--- config.mk ---
export PLATFORM = sky130hd
export DESIGN_NAME = alu_result_display_flat
export DESIGN_NICKNAME = d
export VERILOG_FILES = /design/src/rtl/alu_result_display_pkg.sv /design/src/rtl/alu_result_display_if.sv /design/src/rtl/alu_result_display_seg7_decoder.sv /design/src/rtl/alu_result_display.sv /design/src/flat_wrapper.sv
export SDC_FILE = /design/constraint.sdc
export NUM_CORES = 1
export LEC_CHECK = 0
export ABC_AREA = 0
export BUFFER_PORTS_ARGS = -buffer_cell sky130_fd_sc_hd__buf_2
export CORE_MARGIN = 1
export CORE_UTILIZATION = 40
export CTS_CLUSTER_DIAMETER = 30
export DETAILED_ROUTE_END_ITERATION = 10
export SKIP_CTS_REPAIR_TIMING = 1
export SYNTH_ARGS = -nofsm -noshare
export SYNTH_HDL_FRONTEND = slang
export SYNTH_SLANG_ARGS = --single-unit
--- constraint.sdc ---
create_clock -name i_clock -period 2.18 [get_ports i_clock]
set_clock_uncertainty 0.05 [all_clocks]
set_input_delay 0 -clock i_clock [delete_from_list [all_inputs] [get_ports i_clock]]
set_output_delay 0 -clock i_clock [all_outputs]
set_load 0.05 [all_outputs]
--- src/rtl/alu_result_display_pkg.sv ---
// Shared constants for the ALU result display: segment codes, conversion FSM states, BCD sizing.
// Segment codes are active-low {g,f,e,d,c,b,a}.
package alu_display_pkg;

   localparam logic [6:0] SEG_0     = 7'b1000000;
   localparam logic [6:0] SEG_1     = 7'b1111001;
   localparam logic [6:0] SEG_2     = 7'b0100100;
   localparam logic [6:0] SEG_3     = 7'b0110000;
   localparam logic [6:0] SEG_4     = 7'b0011001;
   localparam logic [6:0] SEG_5     = 7'b0010010;
   localparam logic [6:0] SEG_6     = 7'b0000010;
   localparam logic [6:0] SEG_7     = 7'b1111000;
   localparam logic [6:0] SEG_8     = 7'b0000000;
   localparam logic [6:0] SEG_9     = 7'b0010000;
   localparam logic [6:0] SEG_MINUS = 7'b0111111;
   localparam logic [6:0] SEG_BLANK = 7'b1111111;

   typedef enum logic [1:0] {
      ST_IDLE  = 2'd0,
      ST_SHIFT = 2'd1,
      ST_DONE  = 2'd2
   } state_t;

   // One digit position is always kept free for the minus sign.
   function automatic int bcd_digit_count(input int n_digits);
      return n_digits - 1;
   endfunction

endpackage

--- src/rtl/alu_result_display_if.sv ---
// Load/display bundle between the ALU side and the display block.
// Latency and backpressure are defined by the attached module (o_busy gates i_valid).
interface alu_result_display_if #(
   parameter int N        = 5,
   parameter int N_DIGITS = 4
);
   logic [N-1:0]        i_result;
   logic                i_valid;
   logic                o_busy;
   logic [6:0]          o_seg;
   logic [N_DIGITS-1:0] o_an;
   logic                o_dp;

   modport master (
      output i_result, i_valid,
      input  o_busy, o_seg, o_an, o_dp
   );

   modport slave (
      input  i_result, i_valid,
      output o_busy, o_seg, o_an, o_dp
   );
endinterface

--- src/rtl/alu_result_display_seg7_decoder.sv ---
// Digit/minus/blank to active-low segments; purely combinational, zero latency.
// No flow control: output follows inputs; minus outranks blank, blank outranks the digit.
module seg7_decoder
   import alu_display_pkg::*;
(
   input  logic [3:0] i_digit,
   input  logic       i_blank,
   input  logic       i_minus,
   output logic [6:0] o_seg
);

   always_comb begin
      o_seg = SEG_BLANK;
      if (i_minus) begin
         o_seg = SEG_MINUS;
      end else if (!i_blank) begin
         case (i_digit)
            4'd0:    o_seg = SEG_0;
            4'd1:    o_seg = SEG_1;
            4'd2:    o_seg = SEG_2;
            4'd3:    o_seg = SEG_3;
            4'd4:    o_seg = SEG_4;
            4'd5:    o_seg = SEG_5;
            4'd6:    o_seg = SEG_6;
            4'd7:    o_seg = SEG_7;
            4'd8:    o_seg = SEG_8;
            4'd9:    o_seg = SEG_9;
            default: o_seg = SEG_BLANK;
         endcase
      end
   end

endmodule

--- src/rtl/alu_result_display.sv ---
// Signed ALU result -> BCD (double-dabble, N+1 cycles after load) -> multiplexed 7-seg display.
// o_busy high during conversion; i_valid is dropped (not queued) while busy. Refresh never stalls.
module alu_result_display
   import alu_display_pkg::*;
#(
   parameter int N           = 5,
   parameter int N_DIGITS    = 4,
   parameter int REFRESH_DIV = 100000
) (
   input  logic                 i_clock,
   input  logic                 i_reset,
   alu_result_display_if.slave  bus
);

   localparam int ND    = bcd_digit_count(N_DIGITS);
   localparam int BCD_W = 4 * ND;
   localparam int SR_W  = BCD_W + N;
   localparam int CNT_W = $clog2(N + 1);
   localparam int REF_W = (REFRESH_DIV > 1) ? $clog2(REFRESH_DIV) : 1;
   localparam int IDX_W = (N_DIGITS > 1) ? $clog2(N_DIGITS) : 1;
   localparam logic [REF_W-1:0] REF_MAX = REF_W'(REFRESH_DIV - 1);
   localparam logic [IDX_W-1:0] IDX_MAX = IDX_W'(N_DIGITS - 1);

   state_t             state_q, state_d;
   logic [SR_W-1:0]    sr_q, sr_d;
   logic [CNT_W-1:0]   iter_q, iter_d;
   logic               sign_q, sign_d;
   logic [BCD_W-1:0]   disp_bcd_q, disp_bcd_d;
   logic               disp_neg_q, disp_neg_d;
   logic [REF_W-1:0]   ref_q, ref_d;
   logic [IDX_W-1:0]   idx_q, idx_d;

   logic [N-1:0]       mag;
   logic [SR_W-1:0]    dab;
   logic [3:0]         cur_digit;
   logic               show_blank, show_minus;
   int                 msd;

   always_ff @(posedge i_clock) begin
      if (!i_reset) begin
         state_q    <= ST_IDLE;
         sr_q       <= '0;
         iter_q     <= '0;
         sign_q     <= 1'b0;
         disp_bcd_q <= '0;
         disp_neg_q <= 1'b0;
         ref_q      <= '0;
         idx_q      <= '0;
      end else begin
         state_q    <= state_d;
         sr_q       <= sr_d;
         iter_q     <= iter_d;
         sign_q     <= sign_d;
         disp_bcd_q <= disp_bcd_d;
         disp_neg_q <= disp_neg_d;
         ref_q      <= ref_d;
         idx_q      <= idx_d;
      end
   end

   always_comb begin
      state_d    = state_q;
      sr_d       = sr_q;
      iter_d     = iter_q;
      sign_d     = sign_q;
      disp_bcd_d = disp_bcd_q;
      disp_neg_d = disp_neg_q;
      // Unsigned magnitude so that the most negative value maps to 2^(N-1).
      mag = bus.i_result[N-1] ? (-bus.i_result) : bus.i_result;
      dab = sr_q;
      for (int k = 0; k < ND; k++) begin
         if (dab[N+4*k +: 4] >= 4'd5) begin
            dab[N+4*k +: 4] = dab[N+4*k +: 4] + 4'd3;
         end
      end
      case (state_q)
         ST_IDLE: begin
            if (bus.i_valid) begin
               sign_d  = bus.i_result[N-1];
               sr_d    = {{BCD_W{1'b0}}, mag};
               iter_d  = CNT_W'(N);
               state_d = ST_SHIFT;
            end
         end
         ST_SHIFT: begin
            sr_d   = {dab[SR_W-2:0], 1'b0};
            iter_d = iter_q - CNT_W'(1);
            if (iter_q == CNT_W'(1)) begin
               state_d = ST_DONE;
            end
         end
         ST_DONE: begin
            disp_bcd_d = sr_q[SR_W-1 -: BCD_W];
            disp_neg_d = sign_q;
            state_d    = ST_IDLE;
         end
         default: state_d = ST_IDLE;
      endcase
   end

   always_comb begin
      bus.o_busy = (state_q != ST_IDLE);
      bus.o_dp   = 1'b1;
   end

   always_comb begin
      ref_d = (ref_q == REF_MAX) ? '0 : ref_q + REF_W'(1);
      idx_d = idx_q;
      if (ref_q == REF_MAX) begin
         idx_d = (idx_q == IDX_MAX) ? '0 : idx_q + IDX_W'(1);
      end
   end

   // msd: most-significant nonzero digit; the sign sits directly left of it.
   always_comb begin
      msd       = 0;
      cur_digit = 4'd0;
      for (int k = 0; k < ND; k++) begin
         if (disp_bcd_q[4*k +: 4] != 4'd0) msd = k;
         if (int'(idx_q) == k) cur_digit = disp_bcd_q[4*k +: 4];
      end
      show_blank = int'(idx_q) > msd;
      show_minus = disp_neg_q && (disp_bcd_q != '0) && (int'(idx_q) == msd + 1);
      bus.o_an   = '1;
      for (int k = 0; k < N_DIGITS; k++) begin
         if (int'(idx_q) == k) bus.o_an[k] = 1'b0;
      end
   end

   seg7_decoder u_seg7_decoder (
      .i_digit (cur_digit),
      .i_blank (show_blank),
      .i_minus (show_minus),
      .o_seg   (bus.o_seg)
   );

endmodule

--- src/flat_wrapper.sv ---
// flat-port wrapper written by rule: the top's interface ports become plain ports
module alu_result_display_flat import alu_display_pkg::*;
#(
   parameter int N           = 5,
   parameter int N_DIGITS    = 4,
   parameter int REFRESH_DIV = 100000
)
  (i_clock, i_reset, bus_i_result, bus_i_valid, bus_o_busy, bus_o_seg, bus_o_an, bus_o_dp);
  alu_result_display_if #(.N(N), .N_DIGITS(N_DIGITS)) bus_i ();
  input  logic i_clock;
  input  logic i_reset;
  input wire logic [$bits(bus_i.i_result)-1:0] bus_i_result;
  input wire logic [$bits(bus_i.i_valid)-1:0] bus_i_valid;
  output wire logic [$bits(bus_i.o_busy)-1:0] bus_o_busy;
  output wire logic [$bits(bus_i.o_seg)-1:0] bus_o_seg;
  output wire logic [$bits(bus_i.o_an)-1:0] bus_o_an;
  output wire logic [$bits(bus_i.o_dp)-1:0] bus_o_dp;
  assign bus_i.i_result = bus_i_result;
  assign bus_i.i_valid = bus_i_valid;
  assign bus_o_busy = bus_i.o_busy;
  assign bus_o_seg = bus_i.o_seg;
  assign bus_o_an = bus_i.o_an;
  assign bus_o_dp = bus_i.o_dp;
  alu_result_display #(.N(N), .N_DIGITS(N_DIGITS), .REFRESH_DIV(REFRESH_DIV)) u_core (.i_clock(i_clock), .i_reset(i_reset), .bus(bus_i));
endmodule
# ---- After elaboration in Yosys (flattened, before gate mapping)
# Memories as Yosys holds them, arrays and structs flattened.
# Cells that the tools add are included.
# W data, S select, Z words.
dict set report totals {
  reg_bits 55
  in_bits 8
  memories 1
  rom_bits 112
}
# memory depth width rd rd_ports_with_merged_regs write_ports line
set memory_table {}
lappend memory_table {{(name not given)} 16 7 1 0 0 alu_result_display_seg7_decoder.sv:17} ;# case (i_digit)
dict set report classes {
  n_bitwise 1
  n_mux 23
  n_addsub 8
  magnitude_cmp 4
  n_reduce_logical 13
  n_eq_ne 11
}
# op n
set op_table {}
lappend op_table {{$pmux W17 S2} 1}
lappend op_table {{$eq A3 B32 Y1} 1}
lappend op_table {{$mux W4} 5}
lappend op_table {{$add A17 B1 Y17 const B} 1}
lappend op_table {{$eq A17 B17 Y1 const B} 1}
lappend op_table {{$mux W17} 1}
lappend op_table {{$mux W7} 2}
lappend op_table {{$ge A4 B3 Y1 const B} 3}
lappend op_table {{$reduce_bool A12 Y1} 1}
lappend op_table {{$add A4 B2 Y4 const B} 2}
lappend op_table {{$eq A2 B2 Y1 const B} 4}
lappend op_table {{$mux W2} 4}
lappend op_table {{$reduce_bool A4 Y1} 2}
lappend op_table {{$mux W3} 2}
lappend op_table {{$pmux W3 S2} 1}
lappend op_table {{$reduce_and A2 Y1} 3}
lappend op_table {{$mux W1} 5}
lappend op_table {{$mux W5} 1}
lappend op_table {{$neg A5 Y5} 1}
lappend op_table {{$eq A2 B1 Y1 const B} 2}
lappend op_table {{$logic_not A2 Y1} 2}
lappend op_table {{$pmux W2 S2} 1}
lappend op_table {{$reduce_bool A2 Y1} 2}
lappend op_table {{$add A2 B1 Y3 const B} 1}
lappend op_table {{10 further kinds} 11}

# ---- Logic depth before layout (Yosys ltp)
# Gate-level depths: netlist of the first run.
dict set report depth {
  depth_word 7
  mapped_depth 10
  depth_no_buf 10
}

# ---- Cells and area by module
# A second synthesis of the first run with hierarchy kept.
dict set report unflattened {
  cells_unflattened 353
  area_unflattened_um2 2980.4
}
# module cells_per_inst instances area_per_inst_um2 seq_area_each_um2
set by_module_without_submodules {}
lappend by_module_without_submodules {alu_result_display 323 1 2748.9 1101.1}
lappend by_module_without_submodules {seg7_decoder 30 1 231.5 0.0}

# ---- Worst setup path after synthesis of the first run
# OpenSTA, ideal clock, no wires.
dict set report synth_timing {
  kind {register to output}
  startpoint {reg u_core.idx_q[0]}
  endpoint {out bus_o_seg[0]}
  arrival_time_ns 2.819
  path_buffers 0
  path_stages_with_launch 8
  required_time_ns 2.130
  slack_ns -0.689
  path_cell_list {dfxtp_1 inv_1 ha_1 inv_1 a31oi_2 nand2b_1 and2_1 o21ai_0}
}
dict set report synth_between {
  elab_chain_len 7
}
# item line
set synth_rtl {}
lappend synth_rtl {{start, declared} alu_result_display.sv:31} ;# logic [IDX_W-1:0] idx_q, idx_d;
lappend synth_rtl {{start signal, assigned} alu_result_display.sv:57} ;# idx_q <= idx_d;
lappend synth_rtl {{$logic_not A2 Y1} alu_result_display.sv:120} ;# if (int'(idx_q) == k) cur_digit = disp_bcd_q[4*k +: 4];
lappend synth_rtl {{$mux W4 (3 in series)} alu_result_display.sv:120}
lappend synth_rtl {{$mem_v2 Z16 W7} -}
lappend synth_rtl {{$mux W7} alu_result_display_seg7_decoder.sv:16} ;# end else if (!i_blank) begin
lappend synth_rtl {{$mux W7 (*)} alu_result_display_seg7_decoder.sv:14} ;# if (i_minus) begin
lappend synth_rtl {{end, declared} flat_wrapper.sv:15} ;# output wire logic [$bits(bus_i.o_seg)-1:0] bus_o_seg;
# Mark *: on every way between the ends. The rest lies on a longest branch, timed or not.

# ---- Final worst setup path of the first run
dict set report layout_timing {
  startpoint {reg u_core.disp_bcd_q[9]}
  endpoint {out bus_o_seg[3]}
}
dict set report layout_between {
  elab_chain_len 6
}
# item line
set layout_rtl {}
lappend layout_rtl {{start, declared} alu_result_display.sv:28} ;# logic [BCD_W-1:0] disp_bcd_q, disp_bcd_d;
lappend layout_rtl {{start signal, assigned} alu_result_display.sv:54} ;# disp_bcd_q <= disp_bcd_d;
lappend layout_rtl {{$reduce_bool A4 Y1} alu_result_display.sv:119} ;# if (disp_bcd_q[4*k +: 4] != 4'd0) msd = k;
lappend layout_rtl {{$mux W2} alu_result_display.sv:119}
lappend layout_rtl {{$add A2 B1 Y3} alu_result_display.sv:123} ;# show_minus = disp_neg_q && (disp_bcd_q != '0) && (int'(idx_q) == msd + 1);
lappend layout_rtl {{$eq A3 B32 Y1} alu_result_display.sv:123}
lappend layout_rtl {{$logic_and A1 B1 Y1} alu_result_display.sv:123}
lappend layout_rtl {{$mux W7 (*)} alu_result_display_seg7_decoder.sv:14}
# Marks and branches as above.

==> metrics.md, run 1 <==
| Metric | Value |
|---|---|
| Result of the run | `finished, violations left` |
| Violated checks | `negative setup slack` |
| Number of storage elements in the synthesis netlist | `55` |
| Floorplan die area | `0.00761 mm^2` |
| Post-detailed-route wirelength per cell | `11.8 um` |
| Clock tree from TritonCTS | `yes` |
| Cell area after layout | `0.00357 mm^2` |
| Post-route fraction of the period consumed by the critical path | `1.07` |
| Antenna violations before repair | `0` |
| Worst Hold Path EP | `u_core.state_q[0]` |
| Rel. slew slack | `0.439` |
| Count of endpoints failing setup in the final report | `7` |
| Final Wtd Congestion | `0.815` |
| Routed wire length on met2 | `2670 um` |
| Vias after detailed routing | `2,411` |
| Crit-path max cell delay | `370 ps` |
| PD cells | `503 mW/mm^2` |
| Worst slack at placement | `-48.1 ps` |
| Worst Hold Slack | `15.2 ps` |
| Die height | `87.3 um` |
| Post-detailed-placement half-perimeter wirelength | `4030 um` |
| Total count of hold-check failures in the final report | `0` |
| Chip width | `87.3 um` |
| Area overhead of the layout relative to synthesis | `22.8%` |
| Critical path arrival | `2280 ps` |
| Boundary pin count | `21` |
| Number of flops mapped to enable cells by yosys | `0` |
| IR drop worst, VDD | `0.426 mV` |
| Total number of nets in the final design | `417` |
| Aggregate negative setup slack | `-992 ps` |
| Syn avg cell area | `8.26 um^2` |
| Net count after synthesis | `376` |
| Final setup slack of the worst path | `-154 ps` |
| Actual transition at the worst max-transition pin | `840 ps` |
| Count of buffers from port buffering | `19` |
| Part of the Yosys area used for sequential elements | `0.379` |
| Total overflow reported by the global router | `0` |
| RSZ-0062 raised after global routing | `yes` |
| Most used standard cell by instance count after synthesis | `sky130_fd_sc_hd__dfxtp_1` |
| Clk_lat worst skew | `310 ps` |
| Synthesis warning total | `0` |
| Cell with the biggest individual delay on the critical path | `sky130_fd_sc_hd__dfxtp_4` |
| Predominant post-synthesis flop cell | `sky130_fd_sc_hd__dfxtp_1` |
| Ordered list of cells on the worst path | `nor4_4 > nor2b_2 > ha_1 > nand2b_4 > nor2_1 > nand3_1 > a22o_4 > nand4_1 > buf_6` |
| Synth unique cells | `51` |
| Fin crit period | `2330 ps` |
| Total wire length | `5800 um` |
| Pin count of the biggest net entering global routing | `39` |
| Highest achievable clock rate | `0.428 GHz` |
| Leak pwr | `0.00137 uW` |
| Clk sink count | `55` |
| List of most frequent post-synthesis cells | `55 x sky130_fd_sc_hd__dfxtp_1, 43 x sky130_fd_sc_hd__nor2_1, 39 x sky130_fd_sc_hd__nand2_1` |
| Area of placed instances | `0.00326 mm^2` |
| Antenna viol nets, final | `0` |
| DRT met1 WL | `2930 um` |
| Kind of end point of the critical path | `output pin` |
| Inserted Diodes | `0` |
| Count of maximum capacitance violations | `0` |
| TritonCTS buffer count | `5` |
| Hold depth | `3` |
| Clock transition at the registers of the reported paths | `100 ps` |
| Area share of the largest cell type after synthesis | `0.379` |
| Critical-path maximum fanout | `6` |
| Number of global-route vias before repair | `2,212` |
| Critical R2R Launch | `u_core.ref_q[0]` |
| Wire length on met3 | `128 um` |
| First-pass GRT wire length | `9670 um` |
| Synth top area cells | `sky130_fd_sc_hd__dfxtp_1 38%, sky130_fd_sc_hd__ha_1 6.9%, sky130_fd_sc_hd__a21oi_1 6.0%` |
| Hold crit path type | `input pin to flip-flop` |
| Reg-to-reg critical path endpoint | `u_core.ref_q[3]` |
| Row Count | `30` |
| Vias per cell | `4.92` |
| Number of design-rule violations left by the first detailed-router iteration | `85` |
| Startpoint Class | `flip-flop` |
| Total Power Consumption | `1800 uW` |
| Top layer used by detailed routing | `met4` |
| Category of the critical setup timing path | `flip-flop to output pin` |
| Post-Synthesis Cell Area | `0.00291 mm^2` |
| Cell count after synthesis | `352` |
| Count of H-tree levels built during CTS | `2` |
| Filler cell count in the final layout | `677` |
| Fraction of layout instances using a drive strength above 1 | `0.211` |
| Effective utilization at floorplan | `0.421` |
| Area of the core | `0.00691 mm^2` |
| Worst endpoint required time | `2130 ps` |
| Total routing usage reported by global routing | `0.158` |
| Depth of the most critical reg-to-reg path | `7` |
| Maximum buffer depth of the clock tree | `2` |
| Worst R2R Setup Slack | `300 ps` |
| Buffer type at the clock tree root | `sky130_fd_sc_hd__clkbuf_8` |
| Number of detailed-routing iterations run before antenna repair | `5` |
| Share of flip-flops with an asynchronous set or reset | `0` |
| Top cell type by total area after synthesis | `sky130_fd_sc_hd__dfxtp_1` |
| Drc violations | `0` |
| Final Max Slew Viols | `0` |
| Worst Hold Launch | `bus_i_valid` |
power by group:
part | switching (uW) | leakage, uW | internal, uW | total [uW]
Sequential | 18.0 | 0.000447 | 1020 | 1040
Combinational | 99.3 | 0.000879 | 61.1 | 160
Clock | 333 | 0.0000474 | 260 | 593
worst max-delay path: cells and delay by family (launching register included):
family / cells / cell delay, ps
simple gates: 6 / 900
flops: 1 / 370
fa+ha+maj: 1 / 250
compound gates: 1 / 300
buf+inv: 1 / 160
worst max path at each step:
stage	start	end	slack [ps]	cells past startpoint
after detailed placement	u_core.disp_bcd_q[7]	bus_o_seg[4]	-50	9
after floorplan	u_core.idx_q[0]	bus_o_seg[3]	0.8	8
final	u_core.disp_bcd_q[9]	bus_o_seg[3]	-150	9
after global routing	u_core.idx_q[1]	bus_o_seg[6]	-270	11
after global placement	u_core.disp_bcd_q[8]	bus_o_seg[4]	50	9
after CTS	u_core.disp_bcd_q[7]	bus_o_seg[4]	-410	9
layout by cell type (no fill, tap or decap), types with 3 or more instances in the layout:
cell,synthesis,routed
sky130_fd_sc_hd__buf_2,1,12
sky130_fd_sc_hd__nand3_1,15,15
sky130_fd_sc_hd__nor2_1,43,42
sky130_fd_sc_hd__nand2_1,39,39
sky130_fd_sc_hd__xnor2_1,13,13
sky130_fd_sc_hd__nand2b_1,10,9
sky130_fd_sc_hd__buf_4,2,23
sky130_fd_sc_hd__nor4_4,1,3
sky130_fd_sc_hd__nor3_1,6,6
sky130_fd_sc_hd__dlygate4sd3_1,0,4
sky130_fd_sc_hd__ha_1,16,12
sky130_fd_sc_hd__xor2_1,11,11
sky130_fd_sc_hd__dfxtp_1,55,52
sky130_fd_sc_hd__inv_1,24,21
sky130_fd_sc_hd__o21ai_2,0,3
sky130_fd_sc_hd__a222oi_1,3,3
sky130_fd_sc_hd__nand4_1,3,3
sky130_fd_sc_hd__and3_1,4,4
sky130_fd_sc_hd__mux2i_1,4,4
sky130_fd_sc_hd__ha_4,0,4
sky130_fd_sc_hd__nand3b_1,4,4
sky130_fd_sc_hd__a22oi_1,7,7
sky130_fd_sc_hd__buf_6,0,7
sky130_fd_sc_hd__nor2b_1,5,3
sky130_fd_sc_hd__o21ai_0,10,8
sky130_fd_sc_hd__clkbuf_8,0,6
sky130_fd_sc_hd__a21oi_1,35,35
layout make-up:
class	instances	area, um^2	share of cell area
inverters	25	100	0.0280
repair buffers	47	367	0.103
multi-input cells	259	1780	0.497
clock buffers	6	82.6	0.0231
clock inverters	2	16.3	0.00456
well taps	96	120	0.0336
flip-flops and latches	55	1110	0.311
metal layers:
layer,vias up,global-route usage
li1,1282,-
met1,1091,0.207
met2,31,0.259
met3,7,0.0284
met4,0,0.0626
met5,-,0
metrics by stage:
stage / utilization / std cells
after floorplan: - / 352
after global placement: 0.472 / 472
after detailed placement: 0.472 / 472
after CTS: 0.486 / 480
after global routing: 0.517 / 490
final: 0.517 / 490
kinds of logic after synthesis:
family / after synthesis / synth area share
compound gates: 68 / 0.150
xor+xnor: 24 / 0.0723
fa+ha+maj: 16 / 0.0688
buf+inv: 38 / 0.0559
flops: 55 / 0.379
mux: 7 / 0.0267
other cells: 1 / 0.00129
simple gates: 143 / 0.247
registers in the layout, summed over array words and instances (netlist names):
register and count:
u_core.disp_bcd_q 12, u_core.disp_neg_q 1, u_core.idx_q 2, u_core.iter_q 3
u_core.ref_q 17, u_core.sign_q 1, u_core.sr_q 17, u_core.state_q 2
Power figures use the tool's default switching activity.
==> inputs of run 2 (changes only) <==
- GPL_TIMING_DRIVEN: default -> 0
==> metrics.md, run 2 (synthesized netlist as in run 1, its figures left out) <==
| Metric | Value |
|---|---|
| Post-route fraction of the period consumed by the critical path | `1.12 (+0.0453)` |
| Vias per cell | `4.99 (+1.3%)` |
| Most frequent standard cell in the layout excluding fill and tap cells | `sky130_fd_sc_hd__dfxtp_1` |
| Violated checks | `negative setup slack` |
| Registers with the most flip-flops | `u_core.ref_q (17), u_core.sr_q (17), u_core.disp_bcd_q (12)` |
| Vias after detailed routing | `2,438 (+1.1%)` |
| Floorplan die area | `0.00761 mm^2 (unchanged)` |
| Category of the critical setup timing path | `flip-flop to output pin` |
| Leak pwr | `0.00133 uW (-2.9%)` |
| Clock transition at the registers of the reported paths | `90 ps (about the same)` |
| Hold depth | `3 (unchanged)` |
| Worst Hold Launch | `bus_i_valid` |
| Highest achievable clock rate | `0.411 GHz (-4.1%)` |
| Start point of the critical path | `u_core.disp_bcd_q[7]` |
| Worst R2R Setup Slack | `280 ps (-20 ps)` |
| Count of H-tree levels built during CTS | `2 (unchanged)` |
| Inserted Diodes | `0 (unchanged)` |
| Critical R2R Launch | `u_core.ref_q[0]` |
| Met3 usage in global routing | `0.0322 (+0.00379)` |
| Reg-to-reg critical path endpoint | `u_core.ref_q[15]` |
| Antenna viol nets, final | `0 (unchanged)` |
| Final setup slack of the worst path | `-253 ps (-98.8 ps)` |
| Chip width | `87.3 um (unchanged)` |
| Post-Place Cells | `467 (-1.1%)` |
| Total count of hold-check failures in the final report | `0 (unchanged)` |
| Startpoint Class | `flip-flop` |
| Count of endpoints failing setup in the final report | `7 (unchanged)` |
| Boundary pin count | `21 (unchanged)` |
| Die height | `87.3 um (unchanged)` |
| Clk sink count | `55 (unchanged)` |
| Number of design-rule violations left by the first detailed-router iteration | `111 (+31%)` |
| Critical path arrival | `2380 ps (+100 ps)` |
| Kind of end point of the critical path | `output pin` |
| Buffer type at the clock tree root | `sky130_fd_sc_hd__clkbuf_8` |
| Hold crit path type | `input pin to flip-flop` |
| Area of the core | `0.00691 mm^2 (unchanged)` |
| Drc violations | `0 (unchanged)` |
| Row Count | `30 (unchanged)` |
| Total number of nets in the final design | `416 (-0.24%)` |
| Final Non-Filler Cells | `489 (-0.20%)` |
| Pin count of the biggest net entering global routing | `17 (-56%)` |
| Total wire length | `5850 um (+0.86%)` |
| Effective utilization at floorplan | `0.421 (unchanged)` |
| Total overflow reported by the global router | `0 (unchanged)` |
| Worst slack at placement | `-263 ps (-215 ps)` |
| Area of placed instances | `0.00319 mm^2 (-2.0%)` |
| Post-detailed-placement half-perimeter wirelength | `4270 um (+6.2%)` |
| Antenna violations before repair | `0 (unchanged)` |
| Maximum buffer depth of the clock tree | `2 (unchanged)` |
| Cell area after layout | `0.00352 mm^2 (-1.5%)` |
| Fraction of layout instances using a drive strength above 1 | `0.181 (-0.0300)` |
| Fin crit period | `2430 ps (+98.8 ps)` |
| TritonCTS buffer count | `5 (unchanged)` |
| Number of detailed-routing iterations run before antenna repair | `4 (-1)` |
| Routing usage on met2 | `0.272 (+0.0128)` |
| Post-detailed-route wirelength per cell | `12.0 um (+1.1%)` |
| First-pass GRT wire length | `9960 um (+3.0%)` |
| Worst Hold Slack | `28.6 ps (+13.4 ps)` |
| Final core utilization | `0.509 (-0.00761)` |
| Count of buffers from port buffering | `19 (unchanged)` |
| Actual transition at the worst max-transition pin | `637 ps (-202 ps)` |
| IR drop worst, VDD | `0.247 mV (-42%)` |
| RSZ-0062 raised after global routing | `yes` |
| Final Wtd Congestion | `0.734 (-9.9%)` |
| Most utilized layer in the global route result | `met2` |
| Final Max Slew Viols | `0 (unchanged)` |
| Worst endpoint required time | `2130 ps (about the same)` |
| Count of maximum capacitance violations | `0 (unchanged)` |
| Depth of the most critical reg-to-reg path | `8 (+1)` |
| Area overhead of the layout relative to synthesis | `21.0%` |
| Rel. slew slack | `0.574 (+0.135)` |
| Total area of sequential cells | `0.00111 mm^2 (+0.34%)` |
| Clock tree from TritonCTS | `yes` |
| Total routing usage reported by global routing | `0.164 (+0.00591)` |
| Critical-path maximum fanout | `6 (unchanged)` |
| Number of global-route vias before repair | `2,218 (+0.27%)` |
| Worst Hold Path EP | `u_core.iter_q[0]` |
| Filler cell count in the final layout | `699 (+3.2%)` |
| Fraction of met1 tracks used by global routing | `0.220 (+0.0132)` |
| Multi-input gate area in the final layout | `0.00177 mm^2 (-0.56%)` |
| Clk_lat worst skew | `300 ps (about the same)` |
| Commonest cells after routing, fill and taps aside | `51 x sky130_fd_sc_hd__dfxtp_1, 43 x sky130_fd_sc_hd__nor2_1, 39 x sky130_fd_sc_hd__nand2_1, 35 x sky130_fd_sc_hd__a21oi_1, 21 x sky130_fd_sc_hd__inv_1` |
| Result of the run | `finished, violations left` |
| PD cells | `509 mW/mm^2 (+1.2%)` |
run 2: final cells by class:
class                      count  area share
sequential                    55       0.317
clock inverter                 1     0.00249
buffer                        13      0.0196
clock buffer                   7      0.0245
timing repair buffer          33      0.0733
multi-input combinational    259       0.502
tap                           96      0.0341
inverter                      25      0.0277
run 2: worst max-delay path by stage:
| stage | slack [ps] | depth (start not counted) | to |
|---|---|---|---|
| 2_1_floorplan | 0.8 | 8 | bus_o_seg[3] |
| 3_3_place_gp | -250 | 9 | bus_o_seg[4] |
| 3_5_place_dp | -260 | 9 | bus_o_seg[4] |
| 4_1_cts | -610 | 9 | bus_o_seg[4] |
| 5_1_grt | -360 | 9 | bus_o_seg[3] |
| 6_report | -250 | 9 | bus_o_seg[3] |
run 2: per-layer routing:
metal | part of all wire | vias up
met4 | 0.014 | 0
met1 | 0.51 | 1111
met2 | 0.45 | 40
met3 | 0.026 | 7
li1 | - | 1280
met5 | 0 | -
run 2: report_power, final:
part           switching, uW  internal (uW)
Sequential              18.8           1020
Clock                    323            261
Combinational            105           59.8
run 2: worst max-delay path, cell delays in order (launching register included):
cell,delay [ps]
sky130_fd_sc_hd__dfxtp_1,370
sky130_fd_sc_hd__nor4_4,380
sky130_fd_sc_hd__nor2b_2,70
sky130_fd_sc_hd__ha_1,310
sky130_fd_sc_hd__nand2b_4,150
sky130_fd_sc_hd__nor2_1,80
sky130_fd_sc_hd__nand3_1,120
sky130_fd_sc_hd__a22o_4,320
sky130_fd_sc_hd__nand4_1,100
sky130_fd_sc_hd__buf_6,170
run 2: metrics by stage:
step	total power [uW]	setup TNS [ps]
floorplan	1180	0
global placement	1220	-1420
detailed placement	1230	-1540
CTS	1810	-3990
global route	1880	-2370
finish	1790	-1570
